--- src/rtl/stopwatch_pkg.sv ---
// Shared encodings for the stopwatch display path: status codes, segment
// patterns, converter states and digit positions.
package stopwatch_pkg;

    // Status word driven by the stopwatch core
    localparam logic [1:0] ST_IDLE    = 2'b00;
    localparam logic [1:0] ST_RUN     = 2'b01;
    localparam logic [1:0] ST_PAUSE   = 2'b10;
    localparam logic [1:0] ST_ILLEGAL = 2'b11;

    // Active-low segment patterns, bit6=g ... bit0=a
    localparam logic [6:0] SEG_0     = 7'b1000000;
    localparam logic [6:0] SEG_1     = 7'b1111001;
    localparam logic [6:0] SEG_2     = 7'b0100100;
    localparam logic [6:0] SEG_3     = 7'b0110000;
    localparam logic [6:0] SEG_4     = 7'b0011001;
    localparam logic [6:0] SEG_5     = 7'b0010010;
    localparam logic [6:0] SEG_6     = 7'b0000010;
    localparam logic [6:0] SEG_7     = 7'b1111000;
    localparam logic [6:0] SEG_8     = 7'b0000000;
    localparam logic [6:0] SEG_9     = 7'b0010000;
    localparam logic [6:0] SEG_DASH  = 7'b0111111;
    localparam logic [6:0] SEG_BLANK = 7'b1111111;

    // Binary-to-BCD converter sequencing
    typedef enum logic [1:0] {
        CV_IDLE = 2'd0,
        CV_CONV = 2'd1,
        CV_LOAD = 2'd2
    } conv_state_t;

    // Digit positions, right to left on the board
    localparam logic [1:0] DIG_SEC_ONES = 2'd0;
    localparam logic [1:0] DIG_SEC_TENS = 2'd1;
    localparam logic [1:0] DIG_MIN_ONES = 2'd2;
    localparam logic [1:0] DIG_MIN_TENS = 2'd3;

    // Decimal nibble to segment pattern; non-decimal codes show a dash
    function automatic logic [6:0] seg_encode(input logic [3:0] digit);
        logic [6:0] pattern;
        case (digit)
            4'd0:    pattern = SEG_0;
            4'd1:    pattern = SEG_1;
            4'd2:    pattern = SEG_2;
            4'd3:    pattern = SEG_3;
            4'd4:    pattern = SEG_4;
            4'd5:    pattern = SEG_5;
            4'd6:    pattern = SEG_6;
            4'd7:    pattern = SEG_7;
            4'd8:    pattern = SEG_8;
            4'd9:    pattern = SEG_9;
            default: pattern = SEG_DASH;
        endcase
        return pattern;
    endfunction

    // Double-dabble correction: a nibble of 5 or more gets 3 added before the shift
    function automatic logic [3:0] dabble_adjust(input logic [3:0] nibble);
        return (nibble >= 4'd5) ? nibble + 4'd3 : nibble;
    endfunction

endpackage

--- src/rtl/bin2bcd_seq.sv ---
// Sequential double-dabble converter: 8-bit binary to three BCD nibbles,
// one shift per clock, eight clocks after the start pulse.
module bin2bcd_seq
    import stopwatch_pkg::*;
(
    input  logic       clk,
    input  logic       rst_n,
    input  logic       start,
    input  logic [7:0] bin,
    output logic [3:0] hundreds,
    output logic [3:0] tens,
    output logic [3:0] ones,
    output logic       done
);

    logic [7:0]  bin_sr;
    logic [11:0] bcd_sr;
    logic [2:0]  iter_cnt;
    logic        busy;
    logic [3:0]  adj_tens;
    logic [3:0]  adj_ones;

    // Correct tens/ones before each shift; hundreds never exceeds 2 for an 8-bit input
    always_comb begin
        adj_tens = dabble_adjust(bcd_sr[7:4]);
        adj_ones = dabble_adjust(bcd_sr[3:0]);
    end

    // Load on start, then shift the binary MSB into the BCD field once per clock
    always_ff @(posedge clk or negedge rst_n) begin
        if (!rst_n) begin
            bin_sr   <= '0;
            bcd_sr   <= '0;
            iter_cnt <= '0;
            busy     <= 1'b0;
        end else if (start) begin
            bin_sr   <= bin;
            bcd_sr   <= '0;
            iter_cnt <= '0;
            busy     <= 1'b1;
        end else if (busy) begin
            bcd_sr   <= {bcd_sr[10:8], adj_tens, adj_ones, bin_sr[7]};
            bin_sr   <= {bin_sr[6:0], 1'b0};
            iter_cnt <= iter_cnt + 3'd1;
            if (iter_cnt == 3'd7) begin
                busy <= 1'b0;
            end
        end
    end

    // done marks the cycle of the final shift, so results are stable right after it
    assign done     = busy && (iter_cnt == 3'd7);
    assign hundreds = bcd_sr[11:8];
    assign tens     = bcd_sr[7:4];
    assign ones     = bcd_sr[3:0];

endmodule

--- src/rtl/stopwatch_display.sv ---
// MM.SS driver for a 4-digit common-anode multiplexed 7-segment display.
// Snapshots the stopwatch time, converts it to BCD, scans the digits and
// blinks the display while the stopwatch is paused.
module stopwatch_display
    import stopwatch_pkg::*;
#(
    parameter int SCAN_DIV  = 50000,
    parameter int BLINK_DIV = 25000000
) (
    input  logic       clk,
    input  logic       rst_n,
    input  logic [7:0] minutes,
    input  logic [5:0] seconds,
    input  logic [1:0] status,
    output logic [6:0] seg_n,
    output logic [3:0] an_n,
    output logic       dp_n,
    output logic       min_ovf,
    output logic       bcd_valid
);

    localparam int SCAN_W  = $clog2(SCAN_DIV);
    localparam int BLINK_W = $clog2(BLINK_DIV);
    localparam logic [SCAN_W-1:0]  SCAN_LAST  = SCAN_W'(SCAN_DIV - 1);
    localparam logic [BLINK_W-1:0] BLINK_LAST = BLINK_W'(BLINK_DIV - 1);

    conv_state_t state, state_next;

    logic [7:0] snap_min;
    logic [5:0] snap_sec;
    logic       force_conv;
    logic       inputs_differ;
    logic       conv_start;
    logic       conv_done;
    logic       load_en;

    logic [3:0] min_h, min_t, min_o;
    logic [3:0] sec_h, sec_t, sec_o;
    logic       min_done, sec_done;

    logic [3:0] disp_min_h, disp_min_t, disp_min_o;
    logic [3:0] disp_sec_t, disp_sec_o;

    logic [SCAN_W-1:0]  scan_cnt;
    logic [1:0]         digit_idx;
    logic [BLINK_W-1:0] blink_cnt;
    logic               blink_on;

    logic [6:0] digit_seg;
    logic [3:0] digit_an;
    logic       digit_dp;

    // force_conv guarantees a first conversion even if the inputs happen to equal the reset snapshot
    assign inputs_differ = force_conv || ({minutes, seconds} != {snap_min, snap_sec});
    assign conv_done     = min_done && sec_done;

    bin2bcd_seq u_min_bcd (
        .clk      (clk),
        .rst_n    (rst_n),
        .start    (conv_start),
        .bin      (minutes),
        .hundreds (min_h),
        .tens     (min_t),
        .ones     (min_o),
        .done     (min_done)
    );

    bin2bcd_seq u_sec_bcd (
        .clk      (clk),
        .rst_n    (rst_n),
        .start    (conv_start),
        .bin      ({2'b00, seconds}),
        .hundreds (sec_h),
        .tens     (sec_t),
        .ones     (sec_o),
        .done     (sec_done)
    );

    // Converter sequencing: start on any input change, wait for the shifts, then load once
    always_comb begin
        state_next = state;
        conv_start = 1'b0;
        load_en    = 1'b0;
        bcd_valid  = 1'b0;
        case (state)
            CV_IDLE: begin
                if (inputs_differ) begin
                    conv_start = 1'b1;
                    state_next = CV_CONV;
                end else begin
                    bcd_valid = 1'b1;
                end
            end
            CV_CONV: begin
                if (conv_done) begin
                    state_next = CV_LOAD;
                end
            end
            CV_LOAD: begin
                load_en    = 1'b1;
                state_next = CV_IDLE;
            end
            default: state_next = CV_IDLE;
        endcase
    end

    // Converter state register
    always_ff @(posedge clk or negedge rst_n) begin
        if (!rst_n) begin
            state <= CV_IDLE;
        end else begin
            state <= state_next;
        end
    end

    // Snapshot of the value being converted; all-ones after reset so the first compare misses
    always_ff @(posedge clk or negedge rst_n) begin
        if (!rst_n) begin
            snap_min   <= '1;
            snap_sec   <= '1;
            force_conv <= 1'b1;
        end else if (conv_start) begin
            snap_min   <= minutes;
            snap_sec   <= seconds;
            force_conv <= 1'b0;
        end
    end

    // Display registers; an out-of-range seconds hundreds digit saturates seconds tens to a dash
    always_ff @(posedge clk or negedge rst_n) begin
        if (!rst_n) begin
            disp_min_h <= '0;
            disp_min_t <= '0;
            disp_min_o <= '0;
            disp_sec_t <= '0;
            disp_sec_o <= '0;
        end else if (load_en) begin
            disp_min_h <= min_h;
            disp_min_t <= min_t;
            disp_min_o <= min_o;
            disp_sec_t <= (sec_h == 4'd0) ? sec_t : 4'hF;
            disp_sec_o <= sec_o;
        end
    end

    // Minutes of 100 or more leave a non-zero hundreds digit, which cannot fit in MM
    assign min_ovf = (disp_min_h != 4'd0);

    // Digit scan: each digit stays enabled for SCAN_DIV clocks
    always_ff @(posedge clk or negedge rst_n) begin
        if (!rst_n) begin
            scan_cnt  <= '0;
            digit_idx <= DIG_SEC_ONES;
        end else if (scan_cnt == SCAN_LAST) begin
            scan_cnt  <= '0;
            digit_idx <= digit_idx + 2'd1;
        end else begin
            scan_cnt <= scan_cnt + 1'b1;
        end
    end

    // Blink timer only runs while paused; any other status restarts it in the ON phase
    always_ff @(posedge clk or negedge rst_n) begin
        if (!rst_n) begin
            blink_cnt <= '0;
            blink_on  <= 1'b1;
        end else if (status != ST_PAUSE) begin
            blink_cnt <= '0;
            blink_on  <= 1'b1;
        end else if (blink_cnt == BLINK_LAST) begin
            blink_cnt <= '0;
            blink_on  <= ~blink_on;
        end else begin
            blink_cnt <= blink_cnt + 1'b1;
        end
    end

    // Pick the pattern for the current digit, then apply overflow, illegal-status and blink masking
    always_comb begin
        digit_seg = SEG_BLANK;
        digit_dp  = 1'b1;
        digit_an  = ~(4'b0001 << digit_idx);
        case (digit_idx)
            DIG_SEC_ONES: digit_seg = seg_encode(disp_sec_o);
            DIG_SEC_TENS: digit_seg = seg_encode(disp_sec_t);
            DIG_MIN_ONES: begin
                digit_seg = min_ovf ? SEG_DASH : seg_encode(disp_min_o);
                digit_dp  = 1'b0;
            end
            DIG_MIN_TENS: digit_seg = min_ovf ? SEG_DASH : seg_encode(disp_min_t);
            default:      digit_seg = SEG_BLANK;
        endcase
        if (status == ST_ILLEGAL) begin
            digit_seg = SEG_DASH;
            digit_dp  = 1'b1;
        end
        if ((status == ST_PAUSE) && !blink_on) begin
            digit_an = 4'b1111;
            digit_dp = 1'b1;
        end
    end

    // Register the pin drivers so the anodes and segments switch together
    always_ff @(posedge clk or negedge rst_n) begin
        if (!rst_n) begin
            an_n  <= 4'b1111;
            seg_n <= SEG_BLANK;
            dp_n  <= 1'b1;
        end else begin
            an_n  <= digit_an;
            seg_n <= digit_seg;
            dp_n  <= digit_dp;
        end
    end

endmodule

--- config.mk ---
export PLATFORM = sky130hd
export DESIGN_NAME = stopwatch_display
export DESIGN_NICKNAME = d
export VERILOG_FILES = /design/src/rtl/stopwatch_pkg.sv /design/src/rtl/bin2bcd_seq.sv /design/src/rtl/stopwatch_display.sv
export SDC_FILE = /design/constraint.sdc
export NUM_CORES = 1
export LEC_CHECK = 0
export ABC_AREA = 1
export CORE_MARGIN = 4
export CORE_UTILIZATION = 30
export CTS_CLUSTER_DIAMETER = 50
export DETAILED_ROUTE_END_ITERATION = 12
export RECOVER_POWER = 25
export REMOVE_ABC_BUFFERS = 1
export SYNTH_ARGS = -nofsm -noshare
export SYNTH_HDL_FRONTEND = slang
export SYNTH_HIERARCHICAL = 1
export SYNTH_SLANG_ARGS = --single-unit
export TNS_END_PERCENT = 1
--- constraint.sdc ---
create_clock -name clk -period 2.2 [get_ports clk]
set_input_delay 0.44 -clock clk [delete_from_list [all_inputs] [get_ports clk]]
set_output_delay 0.44 -clock clk [all_outputs]
set_load 0.01 [all_outputs]
==> impl_metrics.yaml <==
outcome:
  status: "completed"
logic_synthesis:
  synth_cell_types: 42
  yosys.area_share.adder_pct: 6.292
  syn_area_per_cell_um2: 7.590
  synth_top_family_by_area: "simple AND/OR/NAND/NOR gates"
  yosys_warnings: 6
  synth_edf_count: 0
  synth_compound_area_share_pct: 8.668
  syn_area_um2: 7954
  ys_ff_latch: 141
  synth-async-reset-ratio_pct: 100.0
  synth-simple-area-share_pct: 29.90
  ys_seq_area_share_pct: 44.80
  synth_xor_area_share_pct: 1.542
  synthFlopType: "dfrtp_1"
  synthCells: 1048
  muxShareOfSynthArea_pct: 0
floorplan:
  die_area_um2: 29180
  coreArea_um2: 26060
  die_w_um: 170.8
  initial_utilization_pct: 30.52
  die_y_um: 170.8
  io-pin-count: 32
  num_rows: 59
run:
  drv_cap: 0
critical_path:
  required_ns: 1.76
  arrival_ns: 1.75
  critPathMaxFanout: 4
  reg2reg_to: "u_min_bcd/bin_sr[7]"
  worst_setup_path_start_kind: "primary input"
  r2r_cells: 15
  r2r_slack_ns: 0.17
  timing.rr.start: "snap_sec[3]"
  crit_type: "in2out"
  worst_setup_path_end_kind: "primary output"
clock_tree:
  cts_buffers: 17
  cts_root_buffer: "clkbuf_16"
  clk_pin_slew_ns: 0.06
  htreeDepth: 4
  clock_sink_count: 141
  clk_path_buf_depth: 2
  clk_latency_ns: 0.43
  cts_tree: "yes"
drt:
  first_pass_iters: 5
  drt_first_iter_violations: 429
  drc: 0
  top_layer: "met4"
  dr_wl_met2_um: 7796
  route.met3.wl_um: 710
  finalWirelength_um: 17310
  met1_length_um: 8565
  route.vias.total: 6757
  ant_nets: 0
  detail_route.wl_per_cell_um: 11.72
  vias_per_cell: 4.575
layout:
  area_delta_synth_final_pct: 20.15
  seq_area_um2: 3563
  multi_input_area_um2: 3701
  fin_nets: 1187
  drive_above_1_share_pct: 11.47
  n_fill_cell: 2698
  antenna_cells: 0
  final_common_cell: "nand2_1"
  fin_util_pct: 36.67
  mostFrequentLayoutCells: "nand2_1 (295), nor2_1 (144), inv_1 (136)"
power_and_ir_drop:
  power_density_nw_per_um2: 1168
  vdd_drop_max_v: 0.0006472
  p_leak_nw: 4.653
global_routing:
  grtUsageTotal_pct: 12.48
  antenna_found_initial: 0
  grt-ovfl-total: 0
  grt_pass1_vias: 6549
  grt_max_degree: 42
  grt_pass1_wl_um: 30390
worst_hold_path:
  holdCritPathClass: "reg2reg"
  min-delay-start: "snap_sec[4]"
  hold_path_depth: 2
  holdPathEnd: "snap_sec[4]"
place:
  routabilityCongestion: 0.9007
  dp.final_hpwl_um: 12670
  port_buffers: 31
timing:
  rsz0062_at_grt: "yes"
  slew_headroom_pct: 42.52
  fin_crit_sh_pct: 99.49
  skew_ns: 0.01421
  holdWs_ns: 0.4706
  worstMarginPinSlew_ns: 0.8622
  hold_viol: 0
  max_clock_freq_mhz: 456.9
  finalSetupViolations: 0
  timing.final.crit_period_ns: 2.189
  maxSlewViolCount: 0
-- how the worst max path moves through the flow --
| stage | start | endpoint | slack [ns] | cells past startpoint |
|---|---|---|---|---|
| 3_5_place_dp | seconds[0] | u_min_bcd/bin_sr[4] | -0.37 | 17 |
| 4_1_cts | snap_sec[0] | bcd_valid | 0.01 | 9 |
| 2_1_floorplan | state[1] | u_min_bcd/bin_sr[6] | -0.15 | 8 |
| 5_1_grt | snap_sec[0] | bcd_valid | -0.08 | 9 |
| 3_3_place_gp | seconds[0] | bcd_valid | -0.36 | 10 |
| 6_report | seconds[0] | bcd_valid | 0.01 | 10 |
-- cells by family after synthesis --
logic type               count (synthesis)
flip-flops                             141
AND/OR/NAND/NOR                        565
buffers and inverters                  162
AO/OA/AOI/OAI                          125
adder cells (fa/ha/maj)                 40
other                                    1
XOR/XNOR                                14
-- critical path, cell delays in order --
cell and delay [ns]:
clkdlybuf4s50_1 0.53, inv_1 0.05, nand2_1 0.05, nand2_1 0.05
nor2_1 0.10, nand2_1 0.06, nor2_1 0.12, nand2_2 0.08
nor3_2 0.11, buf_2 0.16
-- registers in the layout (all words and copies together), names as in the netlist, 4 cells and up --
name / cells
snap_sec: 6
u_sec_bcd/bin_sr: 8
disp_min_o: 4
disp_min_h: 4
snap_min: 8
an_n: 4
seg_n: 7
disp_min_t: 4
u_min_bcd/bcd_sr: 12
disp_sec_t: 4
disp_sec_o: 4
u_sec_bcd/bcd_sr: 12
blink_cnt: 25
u_min_bcd/bin_sr: 8
scan_cnt: 16
-- report_power, final --
part | total (mW) | internal [mW] | switching (mW)
registers | 4.13 | 3.52 | 0.608
logic | 4.16 | 1.78 | 2.39
clock network | 2.87 | 1.75 | 1.12
-- stage by stage --
stage	power [mW]	cell area (µm²)	TNS [ns]	cells	setup slack [ns]
3_5_place_dp	8.294	8957	-13.70	1442	-0.3691
6_report	11.16	9557	0	1477	0.01131
3_3_place_gp	8.235	8957	-12.32	1442	-0.3610
2_1_floorplan	6.807	7819	-3.976	1030	-0.1533
5_1_grt	12.11	9557	-0.1078	1477	-0.08368
4_1_cts	11.25	9558	0	1476	0.01197
-- layout make-up --
class                           instances  area share, %
Inverter                              143          5.852
Sequential cell                       141          37.29
Timing Repair Buffer                   80          7.594
Multi-Input combinational cell        746          38.73
Tap cell                              335          4.386
Clock inverter                         10          1.191
Clock buffer                           22          4.962
-- per-layer routing --
layer	vias to the layer above	global-route usage (%)
met2	118	19.55
met5	-	0
li1	3491	-
met4	0	3.961
met3	20	3.096
met1	3128	17.09
-- Yosys cell counts, types with 8 or more instances --
library cell | instances | area (µm²)
inv_1 | 137 | 514.2
xor2_1 | 8 | 70.07
o22ai_1 | 10 | 62.56
nor2_1 | 145 | 544.3
nand4_1 | 18 | 112.6
a21oi_1 | 58 | 290.3
ha_1 | 40 | 500.5
nand3_1 | 75 | 375.4
nand2_1 | 295 | 1107
nor3_1 | 13 | 65.06
o21ai_0 | 38 | 190.2
dfrtp_1 | 113 | 2828
dfstp_2 | 28 | 735.7
-- timing repair --
action,4_1_cts,5_1_grt
gates resized for setup,4,6
buffers inserted,1,1
setup endpoints to repair,1,27
endpoints found under the hold margin,18,0
hold buffers,1,0
pin swaps,2,3
Note: power is estimated with default switching activity, not from simulation.
